### config.mk
export PLATFORM = sky130hd
export DESIGN_NAME = iic_cmd_sequencer
export DESIGN_NICKNAME = d
export VERILOG_FILES = /design/src/rtl/iic_cmd_sequencer.sv
export SDC_FILE = /design/constraint.sdc
export NUM_CORES = 1
export LEC_CHECK = 0
export CAP_MARGIN = 20
export CORE_MARGIN = 1
export CORE_UTILIZATION = 44
export CTS_BUF_LIST = sky130_fd_sc_hd__clkbuf_4 sky130_fd_sc_hd__clkbuf_8
export CTS_CLUSTER_DIAMETER = 80
export DETAILED_ROUTE_END_ITERATION = 10
export PLACE_DENSITY = 0.79
export SETUP_SLACK_MARGIN = 0.02
export SYNTH_ARGS = -nofsm -noshare
export SYNTH_HDL_FRONTEND = slang
export SYNTH_SLANG_ARGS = --single-unit
### constraint.sdc
create_clock -name s_axi_aclk -period 2.45 [get_ports s_axi_aclk]
set_input_delay 0.49 -clock s_axi_aclk [delete_from_list [all_inputs] [get_ports s_axi_aclk]]
set_output_delay 0.49 -clock s_axi_aclk [all_outputs]
set_load 0.05 [all_outputs]
### src/rtl/iic_cmd_sequencer.sv
// iic_cmd_sequencer: AXI4-Lite master running single-byte I2C register reads/writes
// through the AXI IIC core's dynamic-mode TX_FIFO, with SR polling and timeout recovery.
module iic_cmd_sequencer #(
   parameter int unsigned POLL_LIMIT = 4096,
   parameter logic [31:0] CR_INIT    = 32'h0000_0001
) (
   input  logic        s_axi_aclk,
   input  logic        s_axi_aresetn,
   input  logic        cmd_valid,
   output logic        cmd_ready,
   input  logic        cmd_rnw,
   input  logic [6:0]  cmd_dev,
   input  logic [7:0]  cmd_reg,
   input  logic [7:0]  cmd_wdata,
   output logic        rsp_valid,
   output logic [7:0]  rsp_rdata,
   output logic [1:0]  rsp_err,
   output logic [8:0]  m_axi_awaddr,
   output logic        m_axi_awvalid,
   input  logic        m_axi_awready,
   output logic [31:0] m_axi_wdata,
   output logic [3:0]  m_axi_wstrb,
   output logic        m_axi_wvalid,
   input  logic        m_axi_wready,
   input  logic [1:0]  m_axi_bresp,
   input  logic        m_axi_bvalid,
   output logic        m_axi_bready,
   output logic [8:0]  m_axi_araddr,
   output logic        m_axi_arvalid,
   input  logic        m_axi_arready,
   input  logic [31:0] m_axi_rdata,
   input  logic [1:0]  m_axi_rresp,
   input  logic        m_axi_rvalid,
   output logic        m_axi_rready
);
   typedef enum logic [2:0] {INIT, IDLE, WR_REQ, WR_RESP, RD_REQ, RD_RESP, RESP} state_t;
   localparam logic [15:0] LIMIT = 16'(POLL_LIMIT);

   state_t      state, state_d;
   logic [3:0]  step, step_d;
   logic [15:0] cnt, cnt_d;
   logic        c_rnw;
   logic [6:0]  c_dev;
   logic [7:0]  c_reg, c_wdata;
   logic [1:0]  err_d;
   logic [7:0]  rdata_d;
   logic [9:0]  tx;
   logic [8:0]  op_waddr, op_raddr, awaddr_d, araddr_d;
   logic [31:0] op_wdata, wdata_d;
   logic        accept, b_done, r_done, sr_ok, last_tx, poll_fail_limit;
   logic        awvalid_d, wvalid_d, bready_d, arvalid_d, rready_d, rsp_valid_d, cmd_ready_d;
   logic        rdata_unused;

   assign accept          = cmd_valid & cmd_ready;
   assign b_done          = m_axi_bvalid & m_axi_bready;
   assign r_done          = m_axi_rvalid & m_axi_rready;
   assign sr_ok           = c_rnw ? ~m_axi_rdata[6] : m_axi_rdata[7] & ~m_axi_rdata[2];
   assign last_tx         = step == (c_rnw ? 4'd3 : 4'd2);
   assign poll_fail_limit = cnt + 16'd1 == LIMIT;
   assign m_axi_wstrb     = 4'hF;
   assign rdata_unused    = ^m_axi_rdata[31:8];

   // TX_FIFO word: bit8 requests START, bit9 requests STOP
   assign tx       = step == 4'd0 ? {2'b01, c_dev, 1'b0} :
                     step == 4'd1 ? {2'b00, c_reg} :
                     step == 4'd2 ? (c_rnw ? {2'b01, c_dev, 1'b1} : {2'b10, c_wdata}) :
                                    {2'b10, 8'h01};
   assign op_waddr = step == 4'd8 ? 9'h040 : step == 4'd9 ? 9'h100 : 9'h108;
   assign op_wdata = step == 4'd8 ? 32'h0000_000A : step == 4'd9 ? CR_INIT : {22'd0, tx};
   assign op_raddr = step == 4'd5 ? 9'h10C : 9'h104;

   always_ff @(posedge s_axi_aclk or negedge s_axi_aresetn) begin
      if (!s_axi_aresetn) begin
         state         <= INIT;
         step          <= '0;
         cnt           <= '0;
         c_rnw         <= 1'b0;
         c_dev         <= '0;
         c_reg         <= '0;
         c_wdata       <= '0;
         rsp_err       <= '0;
         rsp_rdata     <= '0;
         rsp_valid     <= 1'b0;
         cmd_ready     <= 1'b0;
         m_axi_awvalid <= 1'b0;
         m_axi_awaddr  <= '0;
         m_axi_wvalid  <= 1'b0;
         m_axi_wdata   <= '0;
         m_axi_bready  <= 1'b0;
         m_axi_arvalid <= 1'b0;
         m_axi_araddr  <= '0;
         m_axi_rready  <= 1'b0;
      end else begin
         state         <= state_d;
         step          <= step_d;
         cnt           <= cnt_d;
         rsp_err       <= err_d;
         rsp_rdata     <= rdata_d;
         rsp_valid     <= rsp_valid_d;
         cmd_ready     <= cmd_ready_d;
         m_axi_awvalid <= awvalid_d;
         m_axi_awaddr  <= awaddr_d;
         m_axi_wvalid  <= wvalid_d;
         m_axi_wdata   <= wdata_d;
         m_axi_bready  <= bready_d;
         m_axi_arvalid <= arvalid_d;
         m_axi_araddr  <= araddr_d;
         m_axi_rready  <= rready_d;
         if (accept) begin
            c_rnw   <= cmd_rnw;
            c_dev   <= cmd_dev;
            c_reg   <= cmd_reg;
            c_wdata <= cmd_wdata;
         end
      end
   end

   // Steps 0..5 are the command micro-ops; 8/9 are SOFTR and CR (CR alone after reset)
   always_comb begin
      state_d = state;
      step_d  = step;
      cnt_d   = cnt;
      err_d   = rsp_err;
      rdata_d = rsp_rdata;
      unique case (state)
         INIT: begin
            state_d = WR_REQ;
            step_d  = 4'd9;
         end
         IDLE: if (accept) begin
            state_d = WR_REQ;
            step_d  = 4'd0;
            err_d   = 2'd0;
            rdata_d = 8'd0;
         end
         WR_REQ: begin
            state_d = WR_RESP;
            cnt_d   = '0;
         end
         WR_RESP: if (b_done) begin
            if (step == 4'd8) begin
               state_d = WR_REQ;
               step_d  = 4'd9;
            end else if (step == 4'd9)
               state_d = rsp_err == 2'd0 ? IDLE : RESP;
            else if (m_axi_bresp != 2'd0) begin
               state_d = RESP;
               err_d   = 2'd1;
            end else begin
               state_d = last_tx ? RD_REQ : WR_REQ;
               step_d  = step + 4'd1;
            end
         end
         RD_REQ: state_d = RD_RESP;
         RD_RESP: if (r_done) begin
            if (m_axi_rresp != 2'd0) begin
               state_d = RESP;
               err_d   = 2'd1;
            end else if (step == 4'd5) begin
               state_d = RESP;
               rdata_d = m_axi_rdata[7:0];
            end else if (sr_ok) begin
               state_d = c_rnw ? RD_REQ : RESP;
               step_d  = 4'd5;
            end else if (poll_fail_limit) begin
               state_d = WR_REQ;
               step_d  = 4'd8;
               err_d   = 2'd2;
            end else begin
               state_d = RD_REQ;
               cnt_d   = cnt + 16'd1;
            end
         end
         RESP: state_d = IDLE;
         default: state_d = INIT;
      endcase
   end

   always_comb begin
      awvalid_d   = state == WR_REQ || (m_axi_awvalid && !m_axi_awready);
      wvalid_d    = state == WR_REQ || (m_axi_wvalid && !m_axi_wready);
      awaddr_d    = state == WR_REQ ? op_waddr : m_axi_awaddr;
      wdata_d     = state == WR_REQ ? op_wdata : m_axi_wdata;
      bready_d    = state_d == WR_RESP;
      arvalid_d   = state == RD_REQ || (m_axi_arvalid && !m_axi_arready);
      araddr_d    = state == RD_REQ ? op_raddr : m_axi_araddr;
      rready_d    = state_d == RD_RESP;
      rsp_valid_d = state == RESP;
      cmd_ready_d = state_d == IDLE && state != RESP;
   end
endmodule

==> impl_metrics.py <==
metrics = {
    "run_status": {
        "status": "complete, but fails checks",
        "violations": "negative setup slack",
    },
    "critical_path": {
        "r2r_slack_ns": -0.10,
        "crit_slowest_cell": "or4_4",
        "crit_path_cell_trace": "ha_2, nand4_1, or4_4, a22o_1, a2111o_1, buf_6, o31ai_4, buf_6, o21ai_2, o41ai_2",
        "cp_max_fo": 6,
        "cpPeakStageDelay_ns": 0.51,
        "end_kind": "flop",
        "critPathBufInv": 2,
        "cp-start-kind": "flop",
        "critPathKind": "flop to flop",
        "path_common_cell": "buf_6",
        "crit_required_ns": 2.72,
        "crit_arrival_ns": 2.82,
        "path_delay_family": "compound AO/OA/AOI/OAI gates",
    },
    "power_and_ir_drop": {
        "vdd_drop_max_uv": 521.6,
        "powerDensity_nw_per_um2": 989.3,
        "leakagePower_nw": 2.595,
    },
    "routing": {
        "drt_wl_total_mm": 11.15,
        "antenna_left": 0,
        "drc_errors": 0,
        "firstDrtPassIters": 4,
        "drt-wirelength-per-cell_um": 15.64,
        "vias": 3840,
        "first_iter_violations": 224,
        "viasPerCell": 5.386,
    },
    "die": {
        "dieHeight_um": 102.3,
        "row_count": 36,
        "initial_core_util_pct": 45.30,
        "fp.coreArea_um2": 9774,
        "die_area_um2": 10470,
        "die_width_um": 102.3,
        "io_pins": 139,
    },
    "flow_run": {
        "drv_cap": 0,
    },
    "synthesis": {
        "ys_types": 66,
        "ys_ff_latch": 79,
        "synth-edff-count": 0,
        "ys.flop_type": "dfrtp_1",
        "synth-seq-area-share_pct": 44.65,
        "avgSynthCellArea_um2": 9.753,
        "syn_inst": 454,
        "synthesis.area_um2": 4428,
        "ys_async_sr_fraction_pct": 100.0,
        "yosys_warnings": 0,
    },
    "layout": {
        "fill_cells": 820,
        "syn_to_final_growth_pct": 32.55,
        "final_common_cell": "dfrtp_1",
        "largest_register_ffs": 16,
        "final_core_util_pct": 60.05,
        "diodes": 0,
        "nets": 648,
        "regMostFlops": "cnt",
        "multi_input_area_um2": 2243,
        "final_layout_size_suffix_gt1_share_pct": 25.00,
        "mostFrequentLayoutCells": "79 x dfrtp_1, 75 x clkdlybuf4s50_1, 57 x buf_4",
        "seqCellArea_um2": 1977,
        "reg_top3": "cnt x16, m_axi_wdata x10",
    },
    "sta": {
        "post-route-period-util_pct": 104.3,
        "finClkSkew_ns": 0.009000,
        "rsz0062_at_grt": "true",
        "period_needed_ns": 2.555,
        "finalHoldViolations": 0,
        "fin_tns_setup_ns": -0.9805,
        "setup_violations": 14,
        "fin_hold_ws_ns": 0.1384,
        "max_freq_ghz": 0.3914,
        "worst_slew_pin_slew_ns": 0.6312,
        "max_slew_margin_pct": 57.92,
        "setup_ws_ns": -0.1050,
        "slew_violations": 0,
    },
    "cts": {
        "clkLatencyLatePin_ns": 0.37,
        "htree_num_levels": 3,
        "cts_tree": "built",
        "clockBufferDepth": 2,
        "cts_made_buffers": 9,
        "root_buffer": "clkbuf_8",
        "cts_sinks": 79,
        "clk_pin_slew_ns": 0.08,
    },
    "place": {
        "dp_hpwl_mm": 8.041,
        "gp_congestion": 0.9369,
        "portBuffers": 76,
    },
    "global_routing": {
        "grt_pass1_vias": 3718,
        "track_usage_pct": 22.37,
        "grt_pass1_wl_mm": 18.05,
        "grt_overflow": 0,
        "grt_max_degree": 48,
        "antenna_found_initial": 0,
    },
    "min_path": {
        "hold_class": "input pin to asynchronous set/reset pin",
    },
}
==> per-stage QoR <==
stage / power, mW / cells / area, µm² / setup WS [ns]
2_1_floorplan: 3.871 / 490 / 4576 / 0.01572
3_3_place_gp: 4.770 / 692 / 5519 / -0.1368
3_5_place_dp: 4.840 / 692 / 5519 / -0.1849
4_1_cts: 5.780 / 711 / 5768 / -0.1242
5_1_grt: 6.171 / 713 / 5869 / -0.2261
6_report: 5.806 / 713 / 5869 / -0.1050
==> what timing repair did <==
item	CTS	global route
endpoints found under the setup margin	13	27
hold buffers	0	0
setup buffers	4	3
pin swaps	11	8
resized for setup	17	20
==> cells in the mapped netlist (3+ instances only) <==
master | number | area share [%]
a22o_1 | 14 | 2.8
a22oi_1 | 9 | 1.5
dfrtp_1 | 79 | 45
and3_1 | 8 | 1.1
o21ai_0 | 31 | 3.5
ha_1 | 5 | 1.4
nand3_1 | 13 | 1.5
inv_1 | 14 | 1.2
mux2_2 | 25 | 6.4
a21oi_1 | 17 | 1.9
a31oi_1 | 7 | 0.99
clkbuf_1 | 13 | 1.1
xor2_1 | 3 | 0.59
buf_2 | 3 | 0.34
nand4_1 | 6 | 0.85
o41ai_1 | 4 | 0.79
nor2_1 | 27 | 2.3
or3_1 | 4 | 0.57
and2_1 | 4 | 0.57
nand2_1 | 40 | 3.4
o21a_1 | 4 | 0.68
or2_2 | 4 | 0.57
o22ai_1 | 3 | 0.42
nand2b_1 | 5 | 0.71
nor3b_1 | 3 | 0.51
nor3_1 | 16 | 1.8
buf_4 | 43 | 7.3
==> power breakdown <==
| part | leakage, nW | internal (mW) | total, mW | switching (mW) |
|---|---|---|---|---|
| Sequential | 1.02 | 1.70 | 1.95 | 0.248 |
| Combinational | 1.48 | 1.19 | 2.95 | 1.76 |
| Clock | 0.0952 | 0.408 | 0.903 | 0.495 |
==> worst paths after layout <==
| path | from | to | cells after the start |
|---|---|---|---|
| worst max-delay path | cnt[1]$_DFFE_PN0P_ | cnt[4]$_DFFE_PN0P_ | 10 |
| worst min-delay path | s_axi_aresetn | m_axi_wdata[8]$_DFFE_PN0P_ | 1 |
| worst max register to register | cnt[1]$_DFFE_PN0P_ | cnt[4]$_DFFE_PN0P_ | 10 |
| worst min register to register | m_axi_wdata[9]$_DFFE_PN0P_ | m_axi_wdata[9]$_DFFE_PN0P_ | 2 |
| max in group asynchronous | s_axi_aresetn | cnt[10]$_DFFE_PN0P_ | 2 |
| min in group s_axi_aclk | m_axi_wdata[9]$_DFFE_PN0P_ | m_axi_wdata[9]$_DFFE_PN0P_ | 2 |
==> area by class of cell <==
cell class | count | share of cell area (%)
Multi-Input combinational cell | 334 | 38.22
Timing Repair Buffer | 137 | 21.34
Inverter | 14 | 0.8953
Tap cell | 133 | 2.835
Clock inverter | 4 | 0.5329
Sequential cell | 79 | 33.68
Clock buffer | 12 | 2.494
==> routing by layer <==
| layer | track usage [%] | part of all wire, % | vias to the layer above |
|---|---|---|---|
| met5 | 0 | 0 | - |
| met4 | 10.77 | 2.2 | 0 |
| met3 | 2.736 | 4.5 | 26 |
| met2 | 36.76 | 51 | 132 |
| met1 | 29.40 | 42 | 1871 |
| li1 | - | - | 1811 |
==> cells by family (layout without fill, tap and decap cells) <==
kind of cell	Yosys count	after routing	share of synthesized area (%)
other	2	38	0.1696
DFF	79	79	44.65
buffers and inverters	77	167	10.82
AOI/OAI and AO/OA	116	116	18.45
muxes	27	27	6.838
adders and majority gates	5	5	1.413
xor gates and xnor gates	5	5	0.9892
and+or+nand+nor	143	143	16.67
(Power assumes the default switching activity.)
